<file path="config.mk">
export PLATFORM = sky130hd
export DESIGN_NAME = if_fetch
export DESIGN_NICKNAME = d
export VERILOG_FILES = /design/src/rtl/riscv_defs.sv /design/src/rtl/if_icache.sv /design/src/rtl/if_fetch.sv
export SDC_FILE = /design/constraint.sdc
export NUM_CORES = 1
export LEC_CHECK = 0
export ABC_AREA = 1
export BUFFER_PORTS_ARGS = -buffer_cell sky130_fd_sc_hd__buf_2
export CAP_MARGIN = 20
export CORE_UTILIZATION = 45
export DETAILED_ROUTE_END_ITERATION = 8
export GPL_TIMING_DRIVEN = 0
export PLACE_DENSITY = 0.73
export SYNTH_ARGS = -nofsm -noshare
export SYNTH_HDL_FRONTEND = slang
export SYNTH_SLANG_ARGS = --single-unit
</file>
<file path="constraint.sdc">
create_clock -name clk -period 2.4 [get_ports clk]
set_clock_uncertainty 0.15 [all_clocks]
set_input_delay 0.24 -clock clk [delete_from_list [all_inputs] [get_ports clk]]
set_output_delay 0.24 -clock clk [all_outputs]
set_load 0.005 [all_outputs]
</file>
<file path="src/rtl/riscv_defs.sv">
// Shared pipeline definitions: bus widths, stall bit indices and the fetch FSM encoding.
package riscv_defs;

    localparam int unsigned STALL_BUS_W = 6;
    localparam int unsigned INST_ADDR_W = 32;
    localparam int unsigned INST_W      = 32;
    localparam logic [INST_W-1:0] ZERO_WORD = 32'h0000_0000;

    localparam int unsigned STALL_PC = 0;
    localparam int unsigned STALL_IF = 1;

    typedef enum logic {
        FETCH = 1'b0,
        DONE  = 1'b1
    } fetch_state_e;

endpackage

</file>
<file path="src/rtl/if_icache.sv">
// Direct-mapped instruction cache: combinational lookup, single-word fill, valid bits cleared by reset only.
module if_icache
    import riscv_defs::*;
#(
    parameter int unsigned LINES = 64
) (
    input  logic                   clk,
    input  logic                   rst,
    input  logic [INST_ADDR_W-1:0] lookup_pc,
    output logic                   hit_c,
    output logic [INST_W-1:0]      rdata_c,
    input  logic                   fill_en,
    input  logic [INST_ADDR_W-1:0] fill_pc,
    input  logic [INST_W-1:0]      fill_data
);

    localparam int unsigned IDX_W = $clog2(LINES);
    localparam int unsigned TAG_W = INST_ADDR_W - IDX_W - 2;

    logic [LINES-1:0]  valid_q, valid_d;
    logic [TAG_W-1:0]  tag_q  [LINES];
    logic [INST_W-1:0] data_q [LINES];
    logic [IDX_W-1:0]  lk_idx, fl_idx;
    logic [TAG_W-1:0]  lk_tag, fl_tag;
    logic [3:0]        unused_lo;

    assign lk_idx    = lookup_pc[IDX_W+1:2];
    assign lk_tag    = lookup_pc[INST_ADDR_W-1:IDX_W+2];
    assign fl_idx    = fill_pc[IDX_W+1:2];
    assign fl_tag    = fill_pc[INST_ADDR_W-1:IDX_W+2];
    assign unused_lo = {lookup_pc[1:0], fill_pc[1:0]};

    always_comb begin
        valid_d = valid_q;
        if (fill_en) begin
            valid_d[fl_idx] = 1'b1;
        end
    end

    always_ff @(posedge clk or negedge rst) begin
        if (!rst) begin
            valid_q <= '0;
        end else begin
            valid_q <= valid_d;
        end
    end

    // Tag/data storage needs no reset; valid_q qualifies every read.
    always_ff @(posedge clk) begin
        if (fill_en) begin
            tag_q[fl_idx]  <= fl_tag;
            data_q[fl_idx] <= fill_data;
        end
    end

    assign hit_c   = valid_q[lk_idx] && (tag_q[lk_idx] == lk_tag);
    assign rdata_c = data_q[lk_idx];

endmodule

</file>
<file path="src/rtl/if_fetch.sv">
// Instruction fetch: assembles each 32-bit instruction from four byte reads on the shared memory port.
// Optional direct-mapped icache enabled with `define IF_ICACHE_EN.
module if_fetch
    import riscv_defs::*;
#(
    parameter logic [INST_ADDR_W-1:0] RESET_PC = 32'h0000_0000
`ifdef IF_ICACHE_EN
    ,
    parameter int unsigned ICACHE_LINES = 64
`endif
) (
    input  logic                   clk,
    input  logic                   rst,
    input  logic [STALL_BUS_W-1:0] stall,
    input  logic                   ex_jmp_wrong_i,
    input  logic [INST_ADDR_W-1:0] ex_jmp_target_i,
    input  logic                   mem_gnt_i,
    input  logic [7:0]             mem_din_i,
    output logic                   mem_rd_o,
    output logic [INST_ADDR_W-1:0] mem_a_o,
    output logic [INST_ADDR_W-1:0] if_pc,
    output logic [INST_W-1:0]      if_inst,
    output logic                   stall_req_o
);

    fetch_state_e           state_q, state_d;
    logic [INST_ADDR_W-1:0] pc_q, pc_d;
    logic [INST_ADDR_W-1:0] if_pc_q, if_pc_d;
    logic [INST_W-1:0]      if_inst_q, if_inst_d;
    logic [2:0]             issue_q, issue_d;
    logic [1:0]             recv_q, recv_d;
    logic                   pend_q, pend_d;
    logic                   drop_q, drop_d;
    logic [23:0]            buf_q, buf_d;
    logic                   first_c, hit_c, req_c, gnt_c, fill_c;
    logic [INST_W-1:0]      hit_data_c;
    logic [STALL_BUS_W-3:0] unused_stall;

    assign unused_stall = stall[STALL_BUS_W-1:2];

    assign first_c = (state_q == FETCH) && (issue_q == 3'd0) && (recv_q == 2'd0) && !pend_q;

`ifdef IF_ICACHE_EN
    logic lookup_hit_c;

    if_icache #(
        .LINES(ICACHE_LINES)
    ) u_icache (
        .clk      (clk),
        .rst      (rst),
        .lookup_pc(pc_q),
        .hit_c    (lookup_hit_c),
        .rdata_c  (hit_data_c),
        .fill_en  (fill_c),
        .fill_pc  (pc_q),
        .fill_data({mem_din_i, buf_q})
    );

    assign hit_c = first_c && lookup_hit_c;
`else
    logic unused_cache;

    assign hit_c        = 1'b0;
    assign hit_data_c   = ZERO_WORD;
    assign unused_cache = fill_c ^ first_c;
`endif

    // Request path is combinational so the first byte is asked for in the first FETCH cycle.
    assign req_c       = (state_q == FETCH) && (issue_q < 3'd4) && !hit_c;
    assign gnt_c       = req_c && mem_gnt_i;
    assign mem_rd_o    = rst && req_c;
    assign mem_a_o     = rst ? (pc_q + INST_ADDR_W'(issue_q)) : '0;
    assign stall_req_o = (state_q == FETCH);
    assign if_pc       = if_pc_q;
    assign if_inst     = if_inst_q;

    always_comb begin
        state_d   = state_q;
        pc_d      = pc_q;
        if_pc_d   = if_pc_q;
        if_inst_d = if_inst_q;
        issue_d   = issue_q;
        recv_d    = recv_q;
        buf_d     = buf_q;
        pend_d    = 1'b0;
        drop_d    = 1'b0;
        fill_c    = 1'b0;

        if (ex_jmp_wrong_i) begin
            // Flush wins over everything; a byte granted now must be discarded when it returns.
            state_d = FETCH;
            pc_d    = ex_jmp_target_i;
            issue_d = 3'd0;
            recv_d  = 2'd0;
            drop_d  = gnt_c;
        end else if (state_q == FETCH) begin
            pend_d = gnt_c;
            if (gnt_c) begin
                issue_d = issue_q + 3'd1;
            end
            if (hit_c) begin
                state_d   = DONE;
                if_pc_d   = pc_q;
                if_inst_d = hit_data_c;
            end else if (pend_q && !drop_q) begin
                case (recv_q)
                    2'd0:    buf_d[7:0]   = mem_din_i;
                    2'd1:    buf_d[15:8]  = mem_din_i;
                    2'd2:    buf_d[23:16] = mem_din_i;
                    default: begin
                        state_d   = DONE;
                        if_pc_d   = pc_q;
                        if_inst_d = {mem_din_i, buf_q};
                        fill_c    = 1'b1;
                    end
                endcase
                if (recv_q != 2'd3) begin
                    recv_d = recv_q + 2'd1;
                end
            end
        end else if (!stall[STALL_IF] && !stall[STALL_PC]) begin
            state_d = FETCH;
            pc_d    = pc_q + 32'd4;
            issue_d = 3'd0;
            recv_d  = 2'd0;
        end
    end

    always_ff @(posedge clk or negedge rst) begin
        if (!rst) begin
            state_q   <= FETCH;
            pc_q      <= RESET_PC;
            if_pc_q   <= '0;
            if_inst_q <= '0;
            issue_q   <= 3'd0;
            recv_q    <= 2'd0;
            pend_q    <= 1'b0;
            drop_q    <= 1'b0;
            buf_q     <= '0;
        end else begin
            state_q   <= state_d;
            pc_q      <= pc_d;
            if_pc_q   <= if_pc_d;
            if_inst_q <= if_inst_d;
            issue_q   <= issue_d;
            recv_q    <= recv_d;
            pend_q    <= pend_d;
            drop_q    <= drop_d;
            buf_q     <= buf_d;
        end
    end

endmodule
</file>
### Word-level counts from Yosys, hierarchy flattened

Index checks and enable logic that the tools add are counted.
Widths: inputs -> output; s select.

| storage, ports and cells | value |
|---|---|
| register bits | 128 |
| bits in latches | 0 |
| RAM bits | 0 |
| memory bits (read-only) | 0 |
| input bits | 50 |
| output and inout port bits | 98 |
| logic and storage cells | 66 |
| memories kept | 0 |

| operators by class | value |
|---|---|
| add/subtract/negate cells | 4 |
| $mul | 0 |
| div/mod/pow operators | 0 |
| magnitude comparators | 1 |
| equal/unequal tests | 4 |
| shifts and indexed selects | 0 |
| muxes and demuxes | 21 |
| bitwise operators | 3 |
| reductions and logical operators | 22 |

Operators by type and width:

| cell | count |
|---|---|
| $mux 32 | 4 |
| $add 32x3->32 | 1 |
| $add 32x3->32 const B | 1 |
| $reduce_and 4->1 | 4 |
| $mux 3 | 4 |
| $mux 2 | 5 |
| $reduce_bool 3->1 | 3 |
| $mux 1 | 8 |
| $logic_and 1x1->1 | 5 |
| $reduce_and 2->1 | 2 |
| $reduce_bool 2->1 | 2 |
| $add 3x1->3 const B | 1 |
| $logic_not 1->1 | 3 |
| $lt 3x3->1 const B | 1 |
| $ne 3x2->1 const B | 1 |
| $not 1->1 | 3 |
| $reduce_and 3->1 | 1 |
| $reduce_or 3->1 | 1 |
| $add 2x1->2 const B | 1 |
| $eq 2x1->1 const B | 1 |
| $eq 2x2->1 const B | 1 |
| $logic_not 2->1 | 1 |
| $ne 2x2->1 const B | 1 |

### Logic depth before layout (Yosys ltp)

Gate-level depths: netlist (run 1).

| depth | value |
|---|---|
| word-level depth | 6 |
| mapped depth | 11 |
| depth with buffers taken out | 11 |

### Worst setup path before layout (run 1)

Ideal clock, no wire load.

| timing path | value |
|---|---|
| path type | reg-to-output |
| start point | reg issue_q[0] |
| end point | out mem_a_o[24] |
| arrival time | 1.710 ns |
| data required time | 2.010 ns |
| path slack | 0.300 ns |
| cell stages (with the launch flop) | 12 |
| buffers on the path | 0 |
| cells stage by stage | dfrtp_1 > ha_1 > inv_1 > fa_1 > inv_1 > nand2_1 > nand2_1 > nand2_1 > nor2_2 > nand2_1 > xor2_1 > nor2_1 |

| between the ends | value |
|---|---|
| longest elaborated chain between the ends | 2 |

RTL lines:

| item | RTL line | RTL |
|---|---|---|
| start, declared | if_fetch.sv:30 | `logic [2:0] issue_q, issue_d;` |
| start signal, assigned | if_fetch.sv:145 | `issue_q <= issue_d;` |
| $add 32x3->32 | if_fetch.sv:72 | `assign mem_a_o = rst ? (pc_q + INST_ADDR_W'(issue_q)) : '0;` |
| $mux 32 | if_fetch.sv:72 |  |
| end, declared | if_fetch.sv:20 | `output logic [INST_ADDR_W-1:0] mem_a_o,` |

No other way between the ends.

### Worst setup path after layout (run 1)

Ends and elaborated chain as after synthesis.

==> results by group, run 1 <==
Outcome
  – Status: complete, but fails checks
  – Failing checks: DRC, setup timing

Placement
  – Routability Congestion: 0.922
  – Port Buffers: 143
  – DP HPWL: 15000 µm
  – Area post-placement: 7840 µm²
  – Placed Cells: 1208

Die
  – Die height: between 100 and 150 µm
  – Die area: approximately 16000 µm²
  – Row Count: 44
  – Top-level I/O count: 148
  – Core area: 14700 µm²
  – Effective utilization at floorplan: 46.6%
  – Die Wd: 125 µm

Timing
  – RSZ-0062 raised after global routing: true
  – Setup tns final: -3560 ps
  – Worst hold margin: around 8 ps
  – Final Hold Fails: 0
  – Tightest Pin Transition: 722 ps
  – Fmax: roughly 370 MHz
  – Fin crit period: about 2700 ps
  – Slew margin rel.: 51.9%
  – Setup violators final: 28
  – Final worst setup slack: -302 ps
  – Max Slew Vio Count: 0
  – Final period util: 113%

Pwr
  – Static leakage: 4.64 nW
  – Cell area power density: 802 nW/µm²
  – Peak VDD IR: 528 µV

Route
  – DR vias: 6864
  – Post-route ant nets: 0
  – WL final: 21800 µm
  – Total iterations of the first detailed-routing run: 7
  – Drt wl/cell: 17.1 µm
  – Initial DRC Count: 759
  – Vias per inst: 5.39
  – Post-route DRC: 12

Synthesis
  – Mapped Cells: 880
  – Yosys cell types: 36
  – Synth Cell Area: 6860 µm²
  – Mean Syn Cell Area: just under 8 µm²
  – Syn Nets: between 900 and 1000
  – Synth top area share: 46.7%
  – #FFs+latches synth: 128
  – Cells taking the most area after synthesis: dfrtp_1 47%, nand2_1 13%, o21ai_0 7.5%
  – Ys Warns: 0
  – Cell taking the most area after synthesis: dfrtp_1
  – Register area share after synthesis: 46.7%

Setup path
  – CP startpoint kind: flop
  – Critical path peak fanout: 5
  – WP data arrival: 2310 ps
  – Worst Path Required: approximately 2000 ps
  – CP endpoint kind: output pin
  – Setup CP Type: flop to output pin

Finish
  – Synthesis-to-layout area growth: 33.1%
  – Share of layout cells above drive strength 1: roughly a third
  – Fin cells: 1274
  – Most frequent cells in the layout: 225 x nand2_1, 155 x buf_2, 117 x dfrtp_1
  – Fin area: 9130 µm²
  – Final net count: 1137
  – Antenna Cells: 0
  – Final Util: a little over 60%
  – Commonest non-fill, non-tap cell in the layout: nand2_1
  – Filler cells: 1267

Clock tree
  – H-tree levels: 4
  – CTS Buf Count: 17
  – Clk root buf: clkbuf_16
  – Skew-Pair Late Insertion Delay: 420 ps
  – CTS tree: done
  – Clock transition at path regs: 60 ps
  – Sink Count: 128
  – CTS Buffer Depth: 2

Global route
  – Largest net degree at the start of global routing: between 80 and 90
  – Number of global-route vias before repair: 6343
  – Total track usage: 28.0%
  – Initial antenna violation count: 1
  – Total gr overflow: 0
  – First-pass GRT wire length: 33600 µm

Hold path
  – Hold WC Path Type: input port to flop

Job
  – Max_cap viols: 0
-- power by group --
group | internal [mW] | switching [mW] | total (mW) | leakage (nW)
clock | 1.48 | 0.983 | 2.46 | 0.278
combinational | 0.722 | 1.08 | 1.80 | 2.70
sequential | 2.66 | 0.396 | 3.06 | 1.66
total | 4.87 | 2.45 | 7.32 | 4.64
-- per-layer routing --
metal / GRT usage (%) / part of all wire [%] / vias to the layer above
met5: 0 / 0 / -
met4: 11.3 / 3.5 / 0
met3: 5.99 / 9.0 / 67
met2: 44.3 / 46 / 400
met1: 37.5 / 41 / 3166
li1: - / - / 3231
-- metrics by stage --
step / setup slack (ps) / power (mW)
after global routing: -421 / 7.70
after detailed placement: -167 / 4.63
after floorplan: 300 / 3.91
final: -302 / 7.32
after CTS: -292 / 7.24
after global placement: -1880 / 4.57
-- what timing repair did --
item	CTS	global route
hold endpoints to repair	56	0
pin swaps	15	27
cloned	0	0
hold buffers	15	0
buffers inserted	13	6
setup endpoints to repair	29	30
gates resized for setup	73	42
-- synthesized netlist by cell type (all sizes together) --
master,instances
a21oi,28
a22oi,2
a31oi,2
and2,1
buf,18
clkbuf,14
dfrtp,128
fa,1
ha,9
inv,85
mux2,24
nand2,254
nand3,49
nand3b,1
nand4,5
nor2,126
nor3,9
nor3b,1
o21ai,111
o22ai,2
or2,1
xor2,9
-- worst max-delay path, stage by stage, from the launching register on --
cell	delay, ps
dfrtp_1	410
ha_4	150
inv_2	30
fa_2	330
inv_2	80
nand2_2	70
nand2_4	100
nand2_4	100
nor2_4	150
nand2_2	80
xor2_1	180
nor2_1	60
buf_2	160
-- state kept, by name, indices dropped and copies added, names as in the netlist --
signal / cells
recv_q: 2
pend_q: 1
issue_q: 3
if_pc: 32
if_inst: 32
buf_q: 24
pc_q: 32
state_q: 1
drop_q: 1
-- path summary, 6_finish.rpt --
kind	from	end	slack (ps)	cells after the start
setup / recovery	issue_q[0]$_DFFE_PN0P_	mem_a_o[24]	-300	12
min in group asynchronous	rst	buf_q[13]$_DFFE_PN0P_	410	3
hold / removal	ex_jmp_target_i[26]	pc_q[26]$_DFFE_PN0P_	8	5
setup reg to reg	pc_q[2]$_DFFE_PN0P_	pc_q[28]$_DFFE_PN0P_	360	11
hold reg to reg	if_inst[28]$_DFFE_PN0P_	if_inst[28]$_DFFE_PN0P_	330	2
max in group asynchronous	rst	pc_q[22]$_DFFE_PN0P_	1240	3
-- kinds of logic after synthesis --
logic type,Yosys count,synth area share (%)
compound gates,145,10.7
xor+xnor,9,1.15
fa+ha+maj,10,1.93
buf+inv,117,7.34
flops,128,46.7
mux,24,3.94
simple gates,447,28.2
-- area by class of cell --
| class | instances | area, µm² | share of cell area, % |
|---|---|---|---|
| buffer | 32 | 183 | 2.00 |
| clock buffer | 20 | 457 | 5.00 |
| clock inverter | 12 | 111 | 1.22 |
| inverter | 85 | 322 | 3.52 |
| multi-input combinational | 635 | 3510 | 38.5 |
| sequential | 128 | 3220 | 35.3 |
| tap | 184 | 230 | 2.52 |
| timing repair buffer | 178 | 1090 | 12.0 |
(Power assumes the default switching activity.)
==> run 2, diff against run 1 <==
- TNS_END_PERCENT: unset -> 30
==> results by group, run 2 (same netlist as run 1, synthesis figures left out) <==
Setup path
  – Critical path peak fanout: 5 (unchanged)
  – Worst Path Required: 2010 ps (about the same)
  – End of the critical path: mem_a_o[24] (unchanged)
  – Flop-to-flop setup slack: 390 ps (was 360 ps)
  – FF-to-FF Start: pc_q[2]$_DFFE_PN0P_ (unchanged)
  – CP delay by family, top: simple AND/OR/NAND/NOR gates (unchanged)
  – Cell Chain, Critical Path: ha_4 -> inv_2 -> fa_2 -> inv_2 -> nand2_2 -> nand2_4 -> nand2_4 -> nor2_4 -> nand2_2 -> xor2_1 -> nor2_1 -> buf_2 (unchanged)
  – CP startpoint kind: flop (unchanged)
  – WP buf/inv: 3 (unchanged)
  – Crit. path cell count: 12 (unchanged)
  – CP endpoint kind: output pin (unchanged)
  – Slowest cell on crit path: dfrtp_1 (unchanged)
  – WP data arrival: 2280 ps (was 2310 ps)
  – Setup crit start: issue_q[0]$_DFFE_PN0P_ (unchanged)
  – Max stage delay on crit path: 410 ps (about the same)
  – Worst R2R End: pc_q[28]$_DFFE_PN0P_ (unchanged)
  – Setup CP Type: flop to output pin (unchanged)
  – Worst reg2reg path depth: 11 (unchanged)

Job
  – Max_cap viols: 0 (unchanged)

Timing
  – Final period util: 111% (was 113%)
  – RSZ-0062 raised after global routing: true (unchanged)
  – Tightest Pin Transition: 677 ps (was 722 ps)
  – Slew margin rel.: 54.8% (was 51.9%)
  – Max Slew Vio Count: 0 (unchanged)
  – Final Hold Fails: 0 (unchanged)
  – Worst hold margin: 8.87 ps (was 7.82 ps)
  – Setup violators final: 25 (was 28)
  – Fin crit period: 2670 ps (was 2700 ps)
  – Final worst setup slack: -274 ps (was -302 ps)
  – Fmax: 374 MHz (was 370 MHz)

Clock tree
  – Sink Count: 128 (unchanged)
  – CTS Buf Count: 17 (unchanged)
  – Skew-Pair Late Insertion Delay: 420 ps (about the same)
  – Clk root buf: clkbuf_16 (unchanged)
  – H-tree levels: 4 (unchanged)
  – CTS tree: done (unchanged)
  – CTS Buffer Depth: 2 (unchanged)
  – Clock transition at path regs: 60 ps (about the same)

Global route
  – Initial antenna violation count: 0 (was 1)
  – Total track usage: 27.5% (was 28.0%)
  – First-pass GRT wire length: 33000 µm (was 33600 µm)
  – Largest net degree at the start of global routing: 86 (unchanged)
  – Total gr overflow: 0 (unchanged)
  – Number of global-route vias before repair: 6227 (was 6343)

Placement
  – DP HPWL: 15000 µm (unchanged)
  – Routability Congestion: 0.922 (unchanged)
  – Port Buffers: 143 (unchanged)
  – Pre-CTS setup slack: -167 ps (unchanged)

Die
  – Effective utilization at floorplan: 46.6% (unchanged)
  – Row Count: 44 (unchanged)
  – Die Wd: 125 µm (unchanged)
  – Top-level I/O count: 148 (unchanged)
  – Core area: 14700 µm² (unchanged)
  – Die height: 125 µm (unchanged)
  – Die area: 15700 µm² (unchanged)

Finish
  – Reg area: 3220 µm² (unchanged)
  – Final Util: 60.5% (was 62.1%)
  – Synthesis-to-layout area growth: 29.8% (was 33.1%)
  – Antenna Cells: 0 (unchanged)
  – Commonest non-fill, non-tap cell in the layout: nand2_1 (unchanged)
  – Final net count: 1130 (was 1137)
  – Most frequent cells in the layout: 234 x nand2_1, 155 x buf_2, 117 x dfrtp_1 (was 225 x nand2_1, 155 x buf_2, 117 x dfrtp_1)
  – Multi-input gate area: 3370 µm² (was 3510 µm²)
  – Share of layout cells above drive strength 1: 29.4% (was 32.4%)
  – Filler cells: 1315 (was 1267)

Pwr
  – Peak VDD IR: 528 µV (about the same)
  – Cell area power density: 814 nW/µm² (was 802 nW/µm²)
  – Tot Pwr: 7.24 mW (was 7.32 mW)
  – Static leakage: 4.55 nW (was 4.64 nW)

Route
  – Post-route DRC: 12 (unchanged)
  – Drt wl/cell: 16.6 µm (was 17.1 µm)
  – Vias per inst: 5.29 (was 5.39)
  – Initial DRC Count: 591 (was 759)
  – Total iterations of the first detailed-routing run: 7 (unchanged)
  – Post-route ant nets: 0 (unchanged)
  – DR vias: 6703 (was 6864)
  – WL final: 21000 µm (was 21800 µm)

Hold path
  – Hold WC Path Type: input port to flop (unchanged)

Outcome
  – Failing checks: DRC, setup timing (unchanged)
  – Status: complete, but fails checks (unchanged)
## run 2: cell count changes in the layout (fill, tap and decap cells not counted), sizes merged
cell / delta
buf: -7
## run 2: how the worst min path moves through the flow
stage	endpoint	from	depth (start not counted)	slack, ps
after floorplan	buf_q[0]$_DFFE_PN0P_	rst	0	-210
after global placement	pc_q[0]$_DFFE_PN0P_	ex_jmp_target_i[0]	3	310
after detailed placement	if_inst[13]$_DFFE_PN0P_	rst	1	50
after CTS	pc_q[26]$_DFFE_PN0P_	ex_jmp_target_i[26]	5	2
after global routing	pc_q[21]$_DFFE_PN0P_	ex_jmp_target_i[21]	5	10
final	pc_q[26]$_DFFE_PN0P_	ex_jmp_target_i[26]	5	9
## run 2: area by class of cell
class	count	share of cell area (%)
multi-input cells	635	37.9
flip-flops and latches	128	36.2
repair buffers	171	11.3
clock buffers	20	5.13
inverters	85	3.61
well taps	184	2.59
plain buffers	32	2.04
clock inverters	12	1.25
## run 2: power breakdown
part           total [mW]  internal, mW  switching, mW
Sequential           3.04          2.66          0.381
Combinational        1.73         0.698           1.03
Clock                2.47          1.48          0.988
Total                7.24          4.84           2.40
## run 2: through the flow
stage               area [µm²]  setup TNS [ps]  instances
floorplan                 6860               0        880
global placement          7800         -157650       1207
detailed placement        7840           -1120       1208
CTS                       8850           -3280       1267
global route              8900           -5840       1267
finish                    8900           -3160       1267
## run 2: tightest hold or removal path: stages
cell and delay, ps:
buf_2 70, nor2_1 30, nor2_1 90, nand2_1 60, nand2_1 50
## run 2: per-layer routing
| layer | wire (µm) | up-vias | global-route usage [%] |
|---|---|---|---|
| met5 | 0 | - | 0 |
| met4 | 628 | 0 | 10.7 |
| met3 | 1640 | 41 | 5.69 |
| met2 | 9770 | 311 | 43.7 |
| met1 | 8950 | 3142 | 36.9 |
| li1 | - | 3209 | - |
## run 2: what timing repair did
| item | 4_1_cts | 5_1_grt |
|---|---|---|
| pin swaps | 9 | 9 |
| resized for setup | 50 | 19 |
| hold endpoints to repair | 56 | 0 |
| endpoints found under the setup margin | 29 | 30 |
| hold buffers | 15 | 0 |
| setup buffers | 12 | 0 |
==> run 3, diff against run 2 <==
- REMOVE_ABC_BUFFERS: unset -> 1
==> results by group, run 3 (same netlist as run 1, synthesis figures left out) <==
Clock tree
  – Skew-Pair Late Insertion Delay: 420 ps (about the same)
  – Clk root buf: clkbuf_16 (unchanged)
  – CTS Buf Count: 17 (unchanged)
  – H-tree levels: 4 (unchanged)
  – CTS tree: done (unchanged)
  – CTS Buffer Depth: 2 (unchanged)
  – Sink Count: 128 (unchanged)
  – Post-cts hold buffer count: 19 (was 15)
  – Clock transition at path regs: 60 ps (about the same)

Die
  – Core area: 14700 µm² (unchanged)
  – Row Count: 44 (unchanged)
  – Die height: 125 µm (unchanged)
  – Effective utilization at floorplan: 46.6% (unchanged)
  – Die area: 15700 µm² (unchanged)
  – Top-level I/O count: 148 (unchanged)
  – Die Wd: 125 µm (unchanged)

Setup path
  – Worst Path Required: 2010 ps (about the same)
  – Slowest cell on crit path: dfrtp_1 (unchanged)
  – Setup CP Type: flop to output pin (unchanged)
  – CP dominant cell by count: inv_2
  – CP startpoint kind: flop (unchanged)
  – WP buf/inv: 3 (unchanged)
  – Max stage delay on crit path: 370 ps (was 410 ps)
  – Cell Chain, Critical Path: ha_2 -> inv_2 -> fa_2 -> inv_2 -> nand2_2 -> nand2_4 -> nand3_4 -> nor2_4 -> o21ai_1 -> nor2_1 -> buf_2 (was ha_4 -> inv_2 -> fa_2 -> inv_2 -> nand2_2 -> nand2_4 -> nand2_4 -> nor2_4 -> nand2_2 -> xor2_1 -> nor2_1 -> buf_2)
  – Critical path peak fanout: 4 (was 5)
  – CP delay by family, top: simple AND/OR/NAND/NOR gates (unchanged)
  – WP data arrival: 2300 ps (was 2280 ps)
  – CP endpoint kind: output pin (unchanged)

Route
  – WL final: 18500 µm (was 21000 µm)
  – DR vias: 6370 (was 6703)
  – Post-route DRC: 15 (was 12)
  – Vias per inst: 5.13 (was 5.29)
  – Total iterations of the first detailed-routing run: 7 (unchanged)
  – Post-route ant nets: 0 (unchanged)
  – Initial DRC Count: 461 (was 591)
  – Drt wl/cell: 14.9 µm (was 16.6 µm)

Finish
  – Final net count: 1105 (was 1130)
  – Synthesis-to-layout area growth: 31.0% (was 29.8%)
  – Fin area: 8980 µm² (was 8900 µm²)
  – Most frequent cells in the layout: 229 x nand2_1, 142 x buf_2, 121 x dfrtp_1 (was 234 x nand2_1, 155 x buf_2, 117 x dfrtp_1)
  – Share of layout cells above drive strength 1: 29.5% (was 29.4%)
  – Antenna Cells: 0 (unchanged)
  – Fin cells: 1241 (was 1267)
  – Commonest non-fill, non-tap cell in the layout: nand2_1 (unchanged)
  – Final Util: 61.1% (was 60.5%)

Pwr
  – Static leakage: 4.55 nW (about the same)
  – Cell area power density: 844 nW/µm² (was 814 nW/µm²)
  – Tot Pwr: 7.58 mW (was 7.24 mW)
  – Peak VDD IR: 516 µV (was 528 µV)

Global route
  – Number of global-route vias before repair: 6177 (was 6227)
  – Largest net degree at the start of global routing: 76 (was 86)
  – Total gr overflow: 0 (unchanged)
  – Initial antenna violation count: 0 (unchanged)
  – Total track usage: 24.4% (was 27.5%)
  – First-pass GRT wire length: 30100 µm (was 33000 µm)

Placement
  – DP HPWL: 12300 µm (was 15000 µm)
  – Routability Congestion: 0.872 (was 0.922)
  – Placed Cells: 1178 (was 1208)
  – Port Buffers: 143 (unchanged)
  – Area post-placement: 7710 µm² (was 7840 µm²)

Timing
  – Max Slew Vio Count: 0 (unchanged)
  – Fin crit period: 2690 ps (was 2670 ps)
  – Final Hold Fails: 71 (was 0)
  – Setup tns final: -3130 ps (was -3160 ps)
  – Final worst setup slack: -291 ps (was -274 ps)
  – Tightest Pin Transition: 603 ps (was 677 ps)
  – Fmax: 372 MHz (was 374 MHz)
  – RSZ-0062 raised after global routing: true (unchanged)
  – Worst hold margin: -333 ps (was 8.87 ps)
  – Setup violators final: 19 (was 25)
  – Slew margin rel.: 59.8% (was 54.8%)
  – Final period util: 112% (was 111%)

Outcome
  – Status: complete, but fails checks (unchanged)
  – Failing checks: DRC, hold timing, setup timing (was DRC, setup timing)

Hold path
  – Hold WC Path Type: input port to async pin (was input port to flop)

Job
  – Max_cap viols: 0 (unchanged)
-- run 3: stage by stage --
stage / setup WS [ps] / hold WS, ps
finish: -291 / -333
global route: -384 / -296
CTS: -283 / -301
detailed placement: -559 / 147
global placement: -2530 / 306
floorplan: 279 / -206
-- run 3: layout make-up --
cell class,count,area (µm²)
clock buffers,19,443
clock inverters,12,208
fillers,1296,5720
inverters,85,330
multi-input cells,635,3440
flip-flops and latches,128,3210
well taps,184,230
repair buffers,178,1120
-- run 3: what timing repair did --
action / in CTS / in global routing
gates resized for setup: 60 / 33
buffers inserted: 9 / 4
pin swaps: 11 / 12
endpoints found under the setup margin: 41 / 59
gates cloned: 0 / 0
hold endpoints to repair: 97 / 71
-- run 3: final timing paths --
| kind | slack [ps] | depth (start not counted) | to | startpoint |
|---|---|---|---|---|
| max reg2reg | 330 | 7 | if_pc[26]$_DFFE_PN0P_ | state_q$_DFF_PN0_ |
| max in group asynchronous | 1660 | 2 | pc_q[5]$_DFFE_PN0P_ | rst |
| min | -330 | 1 | if_inst[30]$_DFFE_PN0P_ | rst |
| min reg2reg | 330 | 2 | if_pc[23]$_DFFE_PN0P_ | if_pc[23]$_DFFE_PN0P_ |
| min in group clk | 10 | 3 | pc_q[9]$_DFFE_PN0P_ | ex_jmp_target_i[9] |
| max | -290 | 11 | mem_a_o[10] | issue_q[0]$_DFFE_PN0P_ |
-- run 3: power breakdown --
| part | switching, mW | total, mW | internal [mW] | leakage (nW) |
|---|---|---|---|---|
| clock | 0.984 | 2.86 | 1.87 | 0.306 |
| sequential | 0.405 | 3.06 | 2.66 | 1.67 |
| combinational | 0.959 | 1.66 | 0.700 | 2.58 |
-- run 3: metal layers --
metal | vias up | global-route usage, % | part of all wire [%]
li1 | 3150 | - | -
met1 | 2971 | 30.9 | 44
met2 | 216 | 40.0 | 48
met3 | 33 | 5.09 | 5.7
met4 | 0 | 10.9 | 2.3
met5 | - | 0 | 0
